File: src/rtl/adder_arb_pkg.sv
// Shared types and helpers for the round-robin adder arbiter.
// next_rr scans a 16-wide request vector; unused upper lanes must be tied to 0.
package adder_arb_pkg;

  localparam int STAT_W = 16;
  localparam int MAXREQ = 16;
  localparam int MAXIDW = 4;

  typedef enum logic {
    EMPTY = 1'b0,
    FULL  = 1'b1
  } slot_t;

  typedef struct packed {
    logic              found;
    logic [MAXIDW-1:0] idx;
  } rr_t;

  // Zero-padded lanes above NREQ make the mod-16 wrap equivalent to mod-NREQ.
  function automatic rr_t next_rr(input logic [MAXREQ-1:0] valid,
                                  input logic [MAXIDW-1:0] ptr);
    rr_t               r;
    logic [MAXIDW-1:0] cand;
    r = '0;
    for (int k = 0; k < MAXREQ; k++) begin
      cand = ptr + k[MAXIDW-1:0];
      if (!r.found && valid[cand]) begin
        r.found = 1'b1;
        r.idx   = cand;
      end
    end
    return r;
  endfunction

endpackage

File: src/rtl/adder_rr_arbiter_adder.sv
// Purely combinational unsigned adder: zero latency, no flow control.
// carry is bit N of the zero-extended sum.
module adder_rr_arbiter_adder #(
  parameter int N = 8
) (
  input  logic [N-1:0] termA,
  input  logic [N-1:0] termB,
  output logic [N-1:0] sum,
  output logic         carry
);

  assign {carry, sum} = {1'b0, termA} + {1'b0, termB};

endmodule

File: src/rtl/adder_rr_arbiter.sv
// Round-robin share of one adder among NREQ requesters; result registered one cycle after grant,
// req_ready all-zero while the result slot is held. Per-requester counters with ADDER_ARB_STATS_EN.
module adder_rr_arbiter
  import adder_arb_pkg::*;
#(
  parameter int N    = 8,
  parameter int NREQ = 4
) (
  input  logic                  clk,
  input  logic                  rst_n,
  input  logic [NREQ-1:0]       req_valid,
  output logic [NREQ-1:0]       req_ready,
  input  logic [NREQ*N-1:0]     req_a,
  input  logic [NREQ*N-1:0]     req_b,
  output logic                  rsp_valid,
  input  logic                  rsp_ready,
  output logic [N-1:0]          rsp_sum,
  output logic                  rsp_carry,
`ifdef ADDER_ARB_STATS_EN
  output logic [$clog2(NREQ)-1:0] rsp_id,
  output logic [NREQ*STAT_W-1:0] stat_cnt
`else
  output logic [$clog2(NREQ)-1:0] rsp_id
`endif
);

  localparam int IDW = $clog2(NREQ);

  slot_t             state, state_nxt;
  logic [IDW-1:0]    ptr;
  logic              can_accept;
  logic              xfer;
  logic [MAXREQ-1:0] valid_pad;
  logic [MAXIDW-1:0] ptr_pad;
  rr_t               rr;
  logic [IDW-1:0]    gnt;
  logic [N-1:0]      op_a, op_b;
  logic [N-1:0]      add_sum;
  logic              add_carry;
  logic              unused_rr_hi;

  assign can_accept = (state == EMPTY) || rsp_ready;

  always_comb begin
    valid_pad             = '0;
    valid_pad[NREQ-1:0]   = req_valid;
    ptr_pad               = '0;
    ptr_pad[IDW-1:0]      = ptr;
  end

  assign rr           = next_rr(valid_pad, ptr_pad);
  assign gnt          = rr.idx[IDW-1:0];
  assign unused_rr_hi = ^rr.idx;

  // Gated by rst_n so no grant is visible while reset is asserted.
  always_comb begin
    req_ready = '0;
    if (rst_n && can_accept && rr.found)
      req_ready[gnt] = 1'b1;
  end

  assign xfer = |(req_valid & req_ready);
  assign op_a = req_a[gnt*N +: N];
  assign op_b = req_b[gnt*N +: N];

  adder_rr_arbiter_adder #(.N(N)) u_adder (
    .termA (op_a),
    .termB (op_b),
    .sum   (add_sum),
    .carry (add_carry)
  );

  always_comb begin
    state_nxt = state;
    if (xfer)
      state_nxt = FULL;
    else if (rsp_ready)
      state_nxt = EMPTY;
  end

  always_ff @(posedge clk or negedge rst_n) begin
    if (!rst_n) begin
      state     <= EMPTY;
      ptr       <= '0;
      rsp_sum   <= '0;
      rsp_carry <= 1'b0;
      rsp_id    <= '0;
    end else begin
      state <= state_nxt;
      if (xfer) begin
        rsp_sum   <= add_sum;
        rsp_carry <= add_carry;
        rsp_id    <= gnt;
        ptr       <= gnt + 1'b1;  // power-of-two NREQ wraps naturally
      end
    end
  end

  assign rsp_valid = (state == FULL);

`ifdef ADDER_ARB_STATS_EN
  always_ff @(posedge clk or negedge rst_n) begin
    if (!rst_n) begin
      stat_cnt <= '0;
    end else begin
      for (int i = 0; i < NREQ; i++) begin
        if (xfer && (gnt == i[IDW-1:0]) && (stat_cnt[i*STAT_W +: STAT_W] != {STAT_W{1'b1}}))
          stat_cnt[i*STAT_W +: STAT_W] <= stat_cnt[i*STAT_W +: STAT_W] + 1'b1;
      end
    end
  end
`endif

endmodule

File: config.mk
export PLATFORM = sky130hd
export DESIGN_NAME = adder_rr_arbiter
export DESIGN_NICKNAME = d
export VERILOG_FILES = /design/src/rtl/adder_arb_pkg.sv /design/src/rtl/adder_rr_arbiter_adder.sv /design/src/rtl/adder_rr_arbiter.sv
export SDC_FILE = /design/constraint.sdc
export NUM_CORES = 1
export LEC_CHECK = 0
export CAP_MARGIN = 20
export CORE_ASPECT_RATIO = 0.9
export CORE_MARGIN = 5
export CORE_UTILIZATION = 40
export CTS_CLUSTER_SIZE = 28
export DETAILED_ROUTE_END_ITERATION = 7
export PLACE_DENSITY = 0.81
export SETUP_SLACK_MARGIN = 0.4
export SLEW_MARGIN = 25
export SYNTH_ARGS = -nofsm -noshare
export SYNTH_HDL_FRONTEND = slang
export SYNTH_SLANG_ARGS = --single-unit
File: constraint.sdc
create_clock -name clk -period 5.1 [get_ports clk]
set_input_delay 1.275 -clock clk [delete_from_list [all_inputs] [get_ports clk]]
set_output_delay 1.275 -clock clk [all_outputs]
set_load 0.01 [all_outputs]
Yosys cells after proc, flatten, opt, wreduce, memory -nomap -nowiden --
Cells that the tools add are included.
Word-level totals: flip-flop bits (word level) 14, input port bits 71, output and inout bits 16
Cells by class: add/sub/neg operators 17, order comparisons 18, shift operators 2, muxes and demuxes 53, bitwise gates (word level) 2, reduce and logical (&&, ||, !) cells 36
Operator list (count):
- 5-bit 2-to-1 mux | 16
- 32-bit by 6-bit variable part select with 8-bit output | 2
- 1-bit binary-select mux with 4-bit select | 15
- 4-bit by 5-bit < comparator with 1-bit output, second input constant | 12
- 1-bit 2-to-1 mux | 19
- 1-bit logical AND | 18
- 2-bit by 3-bit adder with 4-bit output, second input constant | 4
- 2-bit by 4-bit adder with 4-bit output, second input constant | 4
- 1-bit logical NOT | 15
- 3-bit by 5-bit < comparator with 1-bit output, second input constant | 3
- 8-bit by 8-bit adder with 9-bit output | 1
- 3-bit by 3-bit adder with 4-bit output, second input constant | 2
- 2-bit by 2-bit adder with 3-bit output, second input constant | 2
- 2-bit by 5-bit < comparator with 1-bit output, second input constant | 1
- 3-bit by 1-bit adder with 4-bit output, second input constant | 1
- 3-bit by 2-bit adder with 4-bit output, second input constant | 1
- 4-bit AND | 1
- 4-bit 2-to-1 mux | 1
- 4-bit OR reduction | 1
- 2-bit by 1-bit adder with 3-bit output, second input constant | 1
- 2-bit by 3-bit < comparator with 1-bit output, second input constant | 1
- 2-bit by 1-bit adder with 2-bit output, second input constant | 1
- 1-bit binary-select mux with 2-bit select | 1
- 1-bit demux with 2-bit select | 1
- 4 further kinds | 4

Depth between registers and ports, before layout --
word-level depth 56, depth in mapped cells 18, gate-level depth less buffers 16

Hierarchy --
Synthesis repeated with hierarchy kept, for this count alone.
Second synthesis, totals: cells, all modules 260, area, all modules 2288.4 um^2
By module, submodules not included:
- adder_rr_arbiter | times used 1, cells each 218, area an instance 1964.4 um^2, seq. area each 350.3 um^2
- adder_rr_arbiter_adder | times used 1, cells each 42, area an instance 324.1 um^2, seq. area each 0.0 um^2

Worst setup path before layout --
Ideal clock, no wire load.
path kind input to register, start input req_valid[2], end register rsp_carry, setup time 0.136 ns, arrival 4.430 ns, data required time 4.964 ns, slack 0.534 ns, cell stages on the path 15, path buffers 2, path through mux4_2 -> o22ai_1 -> a311o_1 -> o22a_1 -> buf_6 -> buf_12 -> mux4_2 -> ha_1 -> fa_1 -> a21o_1 -> a21oi_1 -> o21bai_1 -> a21o_1 -> a21oi_1 -> o31ai_1
RTL lines:
- start: declaration | RTL line adder_rr_arbiter.sv:11 | input logic [NREQ-1:0] req_valid,
- end signal: assignment | RTL line adder_rr_arbiter.sv:92 | rsp_carry <= add_carry;
- end: declaration | RTL line adder_rr_arbiter.sv:18 | output logic rsp_carry,

Final worst setup path --
start input req_valid[2], end output req_ready[2]
Between the ends: longest elaborated chain between the ends 53
RTL lines:
- 1-bit binary-select mux with 2-bit select | RTL line adder_arb_pkg.sv:27 | if (!r.found && valid[cand]) begin
- 1-bit 2-to-1 mux (implied by the code) | RTL line adder_arb_pkg.sv:27
- 5-bit 2-to-1 mux | RTL line adder_arb_pkg.sv:27
- 1-bit logical NOT | RTL line adder_arb_pkg.sv:27
- 1-bit logical AND | RTL line adder_arb_pkg.sv:27
- 5-bit 2-to-1 mux | RTL line adder_arb_pkg.sv:27
- 1-bit logical NOT | RTL line adder_arb_pkg.sv:27
- 1-bit logical AND | RTL line adder_arb_pkg.sv:27
- [... 37 more ...]
- 1-bit logical NOT | RTL line adder_arb_pkg.sv:27
- 1-bit logical AND | RTL line adder_arb_pkg.sv:27
- 5-bit 2-to-1 mux * | RTL line adder_arb_pkg.sv:27
- 2-bit by 3-bit < comparator with 1-bit output (implied by the code) / 2-bit by 1-bit >= comparator with 1-bit output (equally long branches) | RTL line adder_rr_arbiter.sv:59 | req_ready[gnt] = 1'b1;
- 1-bit logical AND (implied by the code) | RTL line adder_rr_arbiter.sv:59
- 1-bit 2-to-1 mux (implied by the code) | RTL line adder_rr_arbiter.sv:59
- 1-bit demux with 2-bit select | RTL line adder_rr_arbiter.sv:59
- 4-bit 2-to-1 mux * | RTL line adder_rr_arbiter.sv:58 | if (rst_n && can_accept && rr.found)
- end: declaration | RTL line adder_rr_arbiter.sv:12 | output logic [NREQ-1:0] req_ready,
Every way passes the cells marked *; elsewhere a longest branch is shown, timed or not. The select of a mux whose other input is x is not followed.

==> results.sh <==
export IMPL_drc=0
export IMPL_final_cell_mix="clkdlybuf4s50_1, buf_4, dfrtp_1"
export IMPL_synth_seq_cells=14
export IMPL_crit_path_start="req_valid[2]"
export IMPL_cp_data_arrival_time_ps=3270
export IMPL_period_share_pct=89.11
export IMPL_layout_drive_gt1_share_pct=26.77
export IMPL_path_buf_inv=4
export IMPL_end_kind="primary output"
export IMPL_synthAdderAreaFrac_pct=11.79
export IMPL_core_area_um2=4046
export IMPL_routabilityCongestion=0.9316
export IMPL_grt_pass1_wl_mm=7.762
export IMPL_grt_pass1_vias=1679
export IMPL_fin_crit_ps=4545
export IMPL_synth_mux_area_share_pct=32.43
export IMPL_whs_endpoint="rsp_sum[3]"
export IMPL_syn_nets=232
export IMPL_path_max_fanout=6
export IMPL_num_vias=1667
export IMPL_yosys_cell_types_count=43
export IMPL_critical_path_cell_chain="clkbuf_2, mux4_2, o22ai_2, a311o_1, o22a_1, buf_4, inv_2, ha_1, and2_1, dlygate4sd2_1"
export IMPL_grt_max_degree=20
export IMPL_ys_warn_count=0
export IMPL_ctsHoldBuffers=0
export IMPL_cpPeakStageDelay_ps=550
export IMPL_start_kind="input pin"
export IMPL_fin_nets=341
export IMPL_placed_area_um2=2651
export IMPL_worst_pin_slew_ps=695.9
export IMPL_finalSetupViolations=0
export IMPL_synth_compound_area_share_pct=15.57
export IMPL_fillers=295
export IMPL_cts_tree="done"
export IMPL_antenna_cells=0
export IMPL_worstHoldStart="rsp_sum[3]"
export IMPL_fmax_ghz=0.2200
export IMPL_finClkSkew_ps=1.227
export IMPL_hold_violations=0
export IMPL_dr_pass1_iters=4
export IMPL_synth_top_family_by_area="multiplexers"
export IMPL_rows=22
export IMPL_ff2ff_setup_slack_ps=740
export IMPL_power_density_nw_per_um2=838.8
export IMPL_cp_data_required_time_ps=3830
export IMPL_area_delta_synth_final_pct=69.39
export IMPL_die_width_um=77.81
export IMPL_antenna_found_initial=0
export IMPL_regToRegStartpoint="ptr[0]"
export IMPL_vias_per_cell=5.520
export IMPL_ioPinCount=87
export IMPL_multiInputGateArea_um2=1272
export IMPL_maxCapViolCount=0
export IMPL_dp_hpwl_mm=4.062
export IMPL_fin_ws_ps=555.3
export IMPL_path_delay_family="buffers and inverters"
export IMPL_dp_cells=290
export IMPL_async_reset_ff_share_pct=100.0
export IMPL_synth_flop_cell="dfrtp_1"
export IMPL_dpl_worst_slack_ps=-159.5
export IMPL_slew_viol_final=0
export IMPL_numClockSinks=14
export IMPL_routedWlPerCell_um=16.35
export IMPL_h_tree_depth=1
export IMPL_synth_edff_count=0
export IMPL_hold_path_cell_count=2
export IMPL_portBuffers=86
export IMPL_final_common_cell="clkdlybuf4s50_1"
export IMPL_total_power_mw=2.352
export IMPL_syn_area_um2=1655
export IMPL_cp_slowest_cell="mux4_2"
export IMPL_synth_xor_area_share_pct=2.646
export IMPL_final_cell_area_um2=2804
export IMPL_cts_buffers=3
export IMPL_avgSynthCellArea_um2=11.34
export IMPL_r2r_end="rsp_sum[7]"
export IMPL_grt_use_total_pct=17.10
export IMPL_insertion_delay_ps=250
export IMPL_die_area_um2=5527
export IMPL_outcome="finished, final reports clean"
export IMPL_yosys_area_share_simple_pct=10.88
export IMPL_drt_iter0_markers=77
export IMPL_p_leak_nw=1.238
export IMPL_ff_latch_area_um2=350.3
export IMPL_whs_ps=481.9
export IMPL_synthCells=146
export IMPL_cts_root_buf="clkbuf_8"
export IMPL_stdcell_count=302
export IMPL_clockBufferDepth=2
export IMPL_synth_seq_area_share_pct=21.16
export IMPL_critPathKind="in2out"
export IMPL_relSlewSlack_pct=53.49
export IMPL_clk_pin_slew_worst_paths_ps=60
export IMPL_setup_tns_ps=0
export IMPL_ant_nets=0
export IMPL_reg2reg_depth=15
export IMPL_routed_wl_mm=4.939
export IMPL_hold_path_class="reg2reg"
export IMPL_overflow=0
export IMPL_initial_utilization_pct=40.91
export IMPL_rsz0062_at_grt="false"
export IMPL_fin_util_pct=69.30
export IMPL_peakVddDrop_mv=0.5424
export IMPL_die_height_um=71.03
-- cell families after synthesis --
kind of cell	count (synthesis)
buf+inv	15
fa+ha+maj	15
simple gates	33
xor+xnor	5
compound gates	34
mux	30
flops	14
-- per-layer routing --
layer,global-route usage (%),part of all wire [%],up-vias
met5,0,0,-
met4,4.771,1.7,0
met3,4.071,7.2,11
met2,28.27,50,76
met1,22.28,41,783
li1,-,-,797
-- cells in the mapped netlist, types with 2 or more instances --
cell type	number	share of area [%]
a21o_1	4	1.8
a21oi_1	7	2.1
a22oi_1	2	0.91
and2_1	5	1.9
buf_6	2	1.4
dfrtp_1	14	21
ha_1	14	11
inv_1	9	2.0
mux2_2	8	5.4
mux2i_1	6	3.6
mux4_1	7	11
mux4_2	9	12
nand2_1	9	2.0
nand3_1	3	0.91
nor2_1	3	0.68
nor3_1	2	0.60
nor3b_1	2	0.91
nor4_1	2	0.76
o21ai_0	5	1.5
o21bai_1	2	0.91
o22ai_1	3	1.1
or2_2	3	1.1
xnor2_1	5	2.6
-- report_power, final --
part | switching, mW | internal (mW)
clock network | 0.0407 | 0.0684
logic | 0.911 | 1.11
registers | 0.0492 | 0.173
total | 1.00 | 1.35
-- registers in the layout, summed over array words and instances, names as in the netlist --
register / flops
rsp_id: 2
rsp_sum: 8
rsp_valid: 1
rsp_carry: 1
ptr: 2
-- how the worst max path moves through the flow --
stage	cells after the start	end
2_1_floorplan	15	rsp_carry
3_3_place_gp	15	rsp_sum[6]
3_5_place_dp	15	rsp_sum[6]
4_1_cts	10	req_ready[0]
5_1_grt	16	rsp_sum[7]
6_report	10	req_ready[2]
-- timing repair --
| item | CTS | global route |
|---|---|---|
| setup endpoints to repair | 8 | 7 |
| gates resized for setup | 16 | 18 |
| buffers inserted | 6 | 2 |
| pin swaps | 6 | 10 |
-- tightest hold or removal path: cells and delay by family, from the launching register on --
kind | cells | cell delay (ps)
simple gates | 1 | 40
compound gates | 1 | 60
flops | 1 | 340
-- cell type report --
cell class | instances | share of cell area [%]
Multi-Input combinational cell | 117 | 45.38
Clock buffer | 4 | 1.963
Inverter | 9 | 1.205
Sequential cell | 14 | 12.49
Tap cell | 48 | 2.142
Timing Repair Buffer | 110 | 36.81
Power figures use the tool's default switching activity.
